### src/rtl/sppm_pkg.sv
// Shared SPPM constants, FSM state type and PRBS LFSR helpers.
// Used by both the transmitter and the receiver side of the link.
package sppm_pkg;

  localparam int unsigned SPPM_SLOTS   = 101;
  localparam int unsigned SPPM_POS_W   = 7;
  localparam int unsigned SPPM_PULSE_W = 3;
  localparam int unsigned SPPM_MIN_POS = 2;

  localparam int unsigned SPPM_LFSR_W  = 7;
  localparam logic [SPPM_LFSR_W-1:0] SPPM_LFSR_SEED = 7'h01;
  // x^7 + x^6 + 1: feedback from bits 6 and 5
  localparam logic [SPPM_LFSR_W-1:0] SPPM_LFSR_TAPS = 7'h60;

  typedef enum logic {
    S_IDLE = 1'b0,
    S_RUN  = 1'b1
  } sppm_state_e;

  function automatic logic [SPPM_LFSR_W-1:0] sppm_lfsr_step(input logic [SPPM_LFSR_W-1:0] v);
    return {v[SPPM_LFSR_W-2:0], ^(v & SPPM_LFSR_TAPS)};
  endfunction

endpackage

### src/rtl/sppm_sym_buf.sv
// One-entry valid/ready holding buffer for SPPM symbols with legal-range check.
// Out-of-range symbols are consumed and flagged with a one-cycle err_range pulse.
module sppm_sym_buf
  import sppm_pkg::*;
#(
  parameter int unsigned SLOTS   = SPPM_SLOTS,
  parameter int unsigned POS_W   = SPPM_POS_W,
  parameter int unsigned PULSE_W = SPPM_PULSE_W,
  parameter int unsigned MIN_POS = SPPM_MIN_POS
) (
  input  logic             clk,
  input  logic             rst,
  input  logic             sym_valid,
  input  logic [POS_W-1:0] sym_pos,
  input  logic             take,
  output logic             sym_ready,
  output logic             full,
  output logic [POS_W-1:0] pos,
  output logic             err_range
);

  logic accept_c;
  logic in_range_c;

  // Ready depends only on buffer occupancy, never on sym_valid
  assign sym_ready  = ~full;
  assign accept_c   = sym_valid & ~full;
  assign in_range_c = (32'(sym_pos) >= MIN_POS) && (32'(sym_pos) <= (SLOTS - PULSE_W));

  always_ff @(posedge clk) begin
    if (rst) begin
      full      <= 1'b0;
      pos       <= '0;
      err_range <= 1'b0;
    end else begin
      err_range <= accept_c & ~in_range_c;
      if (accept_c && in_range_c) begin
        full <= 1'b1;
        pos  <= sym_pos;
      end else if (take) begin
        full <= 1'b0;
      end
    end
  end

endmodule

### src/rtl/sppm_tx.sv
// SPPM transmitter: one buffered pulse-position symbol per syn-delimited frame.
// Optional SPPM_TX_PRBS_EN fills underrun frames with LFSR-derived positions.
module sppm_tx
  import sppm_pkg::*;
#(
  parameter int unsigned SLOTS   = SPPM_SLOTS,
  parameter int unsigned POS_W   = SPPM_POS_W,
  parameter int unsigned PULSE_W = SPPM_PULSE_W,
  parameter int unsigned MIN_POS = SPPM_MIN_POS
) (
  input  logic             clk,
  input  logic             rst,
  input  logic             syn,
  input  logic             sym_valid,
  input  logic [POS_W-1:0] sym_pos,
  output logic             sym_ready,
  output logic             out,
  output logic             busy,
  output logic             err_range,
  output logic             underrun
);

  localparam int unsigned SLOT_W = $clog2(SLOTS);
  localparam int unsigned CMP_W  = ((SLOT_W > POS_W) ? SLOT_W : POS_W) + 1;

  if ((2 ** POS_W) < SLOTS) begin : g_pos_w_chk
    $error("sppm_tx: POS_W too narrow for SLOTS");
  end

  sppm_state_e        state_q, state_d;
  logic [SLOT_W-1:0]  slot_q;
  logic [POS_W-1:0]   act_pos_q;
  logic               act_en_q;
  logic               buf_full;
  logic [POS_W-1:0]   buf_pos;
  logic               take_c;
  logic               slot_last_c;
  logic               hit_c;
  logic               out_d;
  logic               underrun_d;
  logic               load_en_c;
  logic [POS_W-1:0]   load_pos_c;
  logic [CMP_W-1:0]   slot_e;
  logic [CMP_W-1:0]   pos_e;

  sppm_sym_buf #(
    .SLOTS   (SLOTS),
    .POS_W   (POS_W),
    .PULSE_W (PULSE_W),
    .MIN_POS (MIN_POS)
  ) u_buf (
    .clk       (clk),
    .rst       (rst),
    .sym_valid (sym_valid),
    .sym_pos   (sym_pos),
    .take      (take_c),
    .sym_ready (sym_ready),
    .full      (buf_full),
    .pos       (buf_pos),
    .err_range (err_range)
  );

`ifdef SPPM_TX_PRBS_EN
  if ((MIN_POS + 63) > (SLOTS - PULSE_W)) begin : g_prbs_chk
    $error("sppm_tx: PRBS position range exceeds legal slot range");
  end

  logic [SPPM_LFSR_W-1:0] lfsr_q;

  // Advances once per underrun frame
  always_ff @(posedge clk) begin
    if (rst) begin
      lfsr_q <= SPPM_LFSR_SEED;
    end else if (syn && !buf_full) begin
      lfsr_q <= sppm_lfsr_step(lfsr_q);
    end
  end
`endif

  assign slot_last_c = (slot_q == SLOT_W'(SLOTS - 1));
  assign slot_e      = CMP_W'(slot_q);
  assign pos_e       = CMP_W'(act_pos_q);
  assign hit_c       = (slot_e >= pos_e) && (slot_e < (pos_e + CMP_W'(PULSE_W)));

  always_ff @(posedge clk) begin
    if (rst) begin
      state_q <= S_IDLE;
    end else begin
      state_q <= state_d;
    end
  end

  always_comb begin
    state_d = state_q;
    if (syn) begin
      state_d = S_RUN;
    end else if ((state_q == S_RUN) && slot_last_c) begin
      state_d = S_IDLE;
    end
  end

  always_comb begin
    take_c     = 1'b0;
    load_en_c  = 1'b0;
    load_pos_c = buf_pos;
    underrun_d = 1'b0;
    out_d      = 1'b0;
    busy       = (state_q == S_RUN);
    if (state_q == S_RUN) begin
      out_d = act_en_q & hit_c;
    end
    if (syn) begin
      if (buf_full) begin
        take_c    = 1'b1;
        load_en_c = 1'b1;
      end else begin
        underrun_d = 1'b1;
`ifdef SPPM_TX_PRBS_EN
        load_en_c  = 1'b1;
        load_pos_c = POS_W'(MIN_POS) + POS_W'(lfsr_q[5:0]);
`endif
      end
    end
  end

  // Slot counter, active symbol and registered pulse output
  always_ff @(posedge clk) begin
    if (rst) begin
      slot_q    <= '0;
      act_pos_q <= '0;
      act_en_q  <= 1'b0;
      out       <= 1'b0;
      underrun  <= 1'b0;
    end else begin
      out      <= out_d;
      underrun <= underrun_d;
      if (syn) begin
        slot_q   <= '0;
        act_en_q <= load_en_c;
        if (load_en_c) begin
          act_pos_q <= load_pos_c;
        end
      end else if (state_q == S_RUN) begin
        slot_q <= slot_last_c ? '0 : slot_q + SLOT_W'(1);
      end
    end
  end

endmodule
### config.mk
export PLATFORM = sky130hd
export DESIGN_NAME = sppm_tx
export DESIGN_NICKNAME = d
export VERILOG_FILES = /design/src/rtl/sppm_pkg.sv /design/src/rtl/sppm_sym_buf.sv /design/src/rtl/sppm_tx.sv
export SDC_FILE = /design/constraint.sdc
export NUM_CORES = 1
export LEC_CHECK = 0
export CORE_MARGIN = 2
export CORE_UTILIZATION = 40
export DETAILED_ROUTE_END_ITERATION = 6
export REMOVE_ABC_BUFFERS = 1
export SLEW_MARGIN = 20
export SYNTH_ARGS = -nofsm -noshare
export SYNTH_HDL_FRONTEND = slang
export SYNTH_HIERARCHICAL = 1
export SYNTH_SLANG_ARGS = --single-unit
### constraint.sdc
create_clock -name clk -period 2 [get_ports clk]
set_input_delay 0.5 -clock clk [delete_from_list [all_inputs] [get_ports clk]]
set_output_delay 0.5 -clock clk [all_outputs]
set_load 0.02 [all_outputs]
After elaboration in Yosys (flattened, before gate mapping)
Index checks and enable logic that the tools add are counted.

storage, ports and cells
  flip-flop bits (word level) = 27
  latch bits = 0
  bits in writable memories = 0
  ROM bits = 0
  input port bits = 11
  output and inout bits = 5
  word-level logic and storage cells = 41
  memories = 0

cells by class
  add/subtract/negate cells = 2
  $mul = 0
  div/mod/pow operators = 0
  order comparisons = 4
  equality and inequality tests = 1
  shifts and indexed selects = 0
  multiplexer cells = 8
  bitwise operators = 7
  reductions and logical operators = 10

operators by type and width
  cell                 number
  $add 7x2->8 const B  1
  $lt 7x8->1           1
  $add 7x1->7 const B  1
  $eq 7x7->1 const B   1
  $ge 7x2->1 const B   1
  $ge 7x7->1           1
  $le 7x7->1 const B   1
  $mux 1               7
  $mux 7               1
  $reduce_or 2->1      3
  $logic_and 1x1->1    4
  $not 1->1            4
  $reduce_bool 2->1    2
  $and 1x1->1          3
  $reduce_and 2->1     1

Logic depth before layout (Yosys ltp)
  depth in word-level cells = 4
  gate-level depth with buffers = 9
  depth with buffers taken out = 9

Cells and area by module
Netlist, hierarchy kept.

by module, submodules not included
  module        times used  cells each  area each (µm²)  sequential area each (µm²)
  sppm_tx       1           130         1087.3           360.3
  sppm_sym_buf  1           43          444.2            180.2

Worst setup path before layout
Ideal clock, no wire load.

  kind = flip-flop to flip-flop
  start = register act_pos_q[0]
  end = register out
  library setup time = 0.060 ns
  data arrival time = 1.950 ns
  data required time = 1.940 ns
  path slack = -0.011 ns
  cell stages (with the launch flop) = 10
  path buffers = 0
  clock period less this slack = 2.011 ns
  cells stage by stage = dfxtp_1 > inv_1 > ha_1 > nor3_1 > xnor2_1 > ha_1 > and3_1 > a221o_1 > a31oi_1 > o221a_1

on the way
  word-level cells in the longest chain between the ends = 4
  elaborated cells between the ends (all ways) = 5
  those cells by class = 1 x add/sub; 2 x order compare; 1 x bitwise; 1 x reduce/logical

RTL lines
  item                    RTL line        RTL
  from (decl)             sppm_tx.sv:32   logic [POS_W-1:0] act_pos_q;
  from (signal assigned)  sppm_tx.sv:141  act_pos_q <= load_pos_c;
  $add 7x2->8             sppm_tx.sv:83   assign hit_c = (slot_e >= pos_e) && (slot_e < (pos_e + CMP_W'(PULSE_W)));
  $lt 7x8->1              sppm_tx.sv:83
  $logic_and 1x1->1 *     sppm_tx.sv:83
  $and 1x1->1 *           sppm_tx.sv:110  out_d = act_en_q & hit_c;
  to (signal assigned)    sppm_tx.sv:135  out <= out_d;
  to (decl)               sppm_tx.sv:17   output logic out,

Every way passes the cells marked *; elsewhere a longest branch is shown, timed or not.
A chain may end at the register's enable or synchronous reset.

Worst setup path after layout
  start = register act_pos_q[1]
  end = register out

Same word-level chain as after synthesis.

==> flow_summary.json <==
{
  "status": "completed",
  "synth_fa_ha_area_share_pct": 13.9,
  "root_buffer": "clkbuf_8",
  "pin_count": 16,
  "synth_most_common_cell": "dfxtp_1",
  "cp-end-kind": "flop",
  "maxCapViolCount": 0,
  "startpoint": "act_pos_q[1]$_SDFFE_PP0P_",
  "antenna_cells": 0,
  "ys_warn_count": 6,
  "crit_chain": "buf_4 -> o2111ai_4 -> xnor2_2 -> ha_1 -> a21o_1 -> a221o_1 -> a31oi_1 -> o221a_1",
  "crit_fanout": 3,
  "synth_top_family_by_area": "simple AND/OR/NAND/NOR gates",
  "dp_hpwl_mm": 2.35,
  "p_leak_nw": 0.774,
  "placementRows": 22,
  "drive_gt1_share_pct": 21.6,
  "finalCritPeriodShare_pct": 99.6,
  "critPathSlowestCell": "a221o_1",
  "vias_per_cell": 4.97,
  "avgSynthCellArea_um2": 8.85,
  "synth-simple-area-share_pct": 22.9,
  "synth_edf_count": 0,
  "finalHoldViolCount": 0,
  "total_power_mw": 1.06,
  "synth_area_leaders": "dfxtp_1 35%, ha_1 14%, nand2b_1 6.1%",
  "powerDensity_mw_per_mm2": 523,
  "ys_seq_area_share_pct": 35.3,
  "synth_mux_area_share_pct": 5.23,
  "fillCellCount": 328,
  "synth-compound-area-share_pct": 12.7,
  "area_growth_pct": 32.5,
  "slew_headroom_pct": 80.7,
  "h-tree-depth": 1,
  "io_buffers": 15,
  "start_util_pct": 41.8,
  "setup_violations": 0,
  "multi_input_area_mm2": 0.00101,
  "syn_inst": 173,
  "grt_pass1_vias": 1277,
  "yosysTopAreaCellShare_pct": 35.3,
  "core_mm2": 0.00366,
  "drtIter0Drc": 40,
  "die_area_mm2": 0.00434,
  "crit_path_start_kind": "flop",
  "synth_xor_area_share_pct": 6.29,
  "drt_pass1_iterations": 4,
  "cts.clk_slew.worst_paths_ns": 0.10,
  "tightest_slew_ns": 0.290,
  "worstHoldStart": "u_buf/full$_SDFFE_PP0P_",
  "synth_common_cells": "27 x dfxtp_1, 24 x nand2_1, 17 x ha_1",
  "dr.max_layer_used": "met4",
  "grt_pass1_wl_mm": 5.18,
  "synthFlopType": "dfxtp_1",
  "vias": 1273,
  "grtUsageTotal_pct": 15.4,
  "insertion_delay_ns": 0.28,
  "antenna_found_initial": 0,
  "ys_ff_latch": 27,
  "grt_overflow_total": 0,
  "ant_nets": 0,
  "die_w_um": 65.9,
  "cts_tree": "yes",
  "fp.dieH_um": 65.9,
  "seqCellArea_um2": 547,
  "ys_types": 35,
  "wl_met1_mm": 1.29,
  "final_max_slew_viol_count": 0,
  "netlist.top_cell.by_area": "dfxtp_1",
  "r2r_start": "act_pos_q[1]$_SDFFE_PP0P_",
  "fmax_ghz": 0.502,
  "grt_max_degree": 29,
  "wire_per_inst_um": 12.0,
  "finalClockSkew_ns": 0.0107,
  "worstPathArrival_ns": 2.21,
  "holdBufCountCts": 0,
  "cts_buffers": 3,
  "cts_buffer_depth": 2,
  "route.met2.wl_mm": 1.58,
  "ir_worst_vdd_mv": 0.281,
  "met3_length_um": 83,
  "fin_hold_ws_ns": 0.448,
  "gp_congestion": 0.916,
  "final_nets": 237,
  "drt-total-wl_mm": 3.07,
  "synth_area_mm2": 0.00153,
  "period_minus_slack_ns": 1.99,
  "criticalPathCategory": "reg -> reg",
  "min_path_type": "reg -> reg",
  "async_reset_ff_share_pct": 0,
  "max_stage_delay_ns": 0.34,
  "drc": 0,
  "cts_sinks": 27,
  "cp.required_ns": 2.22,
  "grt_setup_unrepaired": "yes"
}
## metal layers
layer	track usage (%)	vias up
met3	3.24	10
li1	-	663
met2	28.4	25
met1	16.1	575
met5	0	-
met4	8.07	0
## stage by stage
step / cells / setup slack (ns) / cell area (um^2) / TNS, ns / util (%)
after global routing: 256 / -0.127 / 2030 / -0.127 / 55.4
after detailed placement: 251 / -0.155 / 1890 / -1.15 / 51.6
after floorplan: 170 / -0.0108 / 1520 / -0.0108 / -
final: 256 / 0.00834 / 2030 / 0 / 55.4
after global placement: 251 / -0.0736 / 1890 / -0.638 / 51.6
after CTS: 255 / 0.0000824 / 1950 / 0 / 53.4
## worst max-delay path: cells and delay by family (launching register included)
kind,cells,cell delay [ns]
flip-flops,1,0.33
buffers and inverters,1,0.14
XOR/XNOR,1,0.14
adder cells (fa/ha/maj),1,0.27
AO/OA/AOI/OAI,5,1.05
## flip-flops by register name, indices dropped and copies added, names as in the netlist
| name | cells |
|---|---|
| act_en_q | 1 |
| u_buf/err_range | 1 |
| u_buf/full | 1 |
| busy | 1 |
| out | 1 |
| u_buf/pos | 7 |
| slot_q | 7 |
| underrun | 1 |
| act_pos_q | 7 |
## worst paths after layout
check	endpoint	slack, ns	cells after the start
worst max-delay path	out$_SDFF_PP0_	0.008	8
worst min-delay path	underrun$_SDFF_PP0_	0.45	1
worst max register to register	out$_SDFF_PP0_	0.008	8
worst min register to register	underrun$_SDFF_PP0_	0.45	1
## cells in the final DEF (no fill, tap or decap), types with 2 or more instances in the layout
| cell type | synthesis | routed |
|---|---|---|
| mux2i_1 | 8 | 8 |
| nand2_1 | 24 | 24 |
| clkdlybuf4s50_1 | 0 | 15 |
| inv_1 | 11 | 9 |
| o21ai_0 | 2 | 2 |
| dfxtp_2 | 0 | 5 |
| nand2b_1 | 15 | 15 |
| buf_12 | 0 | 2 |
| xor2_1 | 4 | 4 |
| ha_1 | 17 | 16 |
| inv_2 | 1 | 3 |
| nand4_1 | 4 | 4 |
| buf_4 | 0 | 17 |
| nand3_1 | 2 | 2 |
| nor3_4 | 1 | 2 |
| dfxtp_1 | 27 | 22 |
| a21oi_1 | 14 | 14 |
| nor2_1 | 15 | 14 |
| xnor2_2 | 0 | 3 |
| xnor2_1 | 7 | 4 |
| clkbuf_8 | 0 | 3 |
## cells by family (layout without fill, tap and decap cells)
| group | count (synthesis) | count (layout) |
|---|---|---|
| compound gates | 26 | 26 |
| xor+xnor | 11 | 11 |
| fa+ha+maj | 17 | 17 |
| buf+inv | 15 | 50 |
| flops | 27 | 27 |
| mux | 8 | 8 |
| simple gates | 69 | 69 |
## power by group
| part | switching, mW | total, mW | leakage, nW | internal (mW) |
|---|---|---|---|---|
| clock network | 0.182 | 0.328 | 0.0261 | 0.146 |
| registers | 0.0119 | 0.569 | 0.222 | 0.557 |
| logic | 0.0765 | 0.165 | 0.526 | 0.0887 |
| total | 0.270 | 1.06 | 0.774 | 0.792 |
## cell type report
type / count / share of cell area [%]
clock buffers: 3 / 2.03
clock inverters: 1 / 0.432
flip-flops and latches: 27 / 26.9
multi-input cells: 131 / 49.8
repair buffers: 34 / 15.7
well taps: 48 / 2.96
inverters: 12 / 2.22
## timing repair
item                                    4_1_cts  5_1_grt
pin swaps                                     4        7
buffers inserted                              0        1
endpoints found under the setup margin        1        1
hold endpoints to repair                      0        0
resized for setup                             4       15
Power figures use the tool's default switching activity.
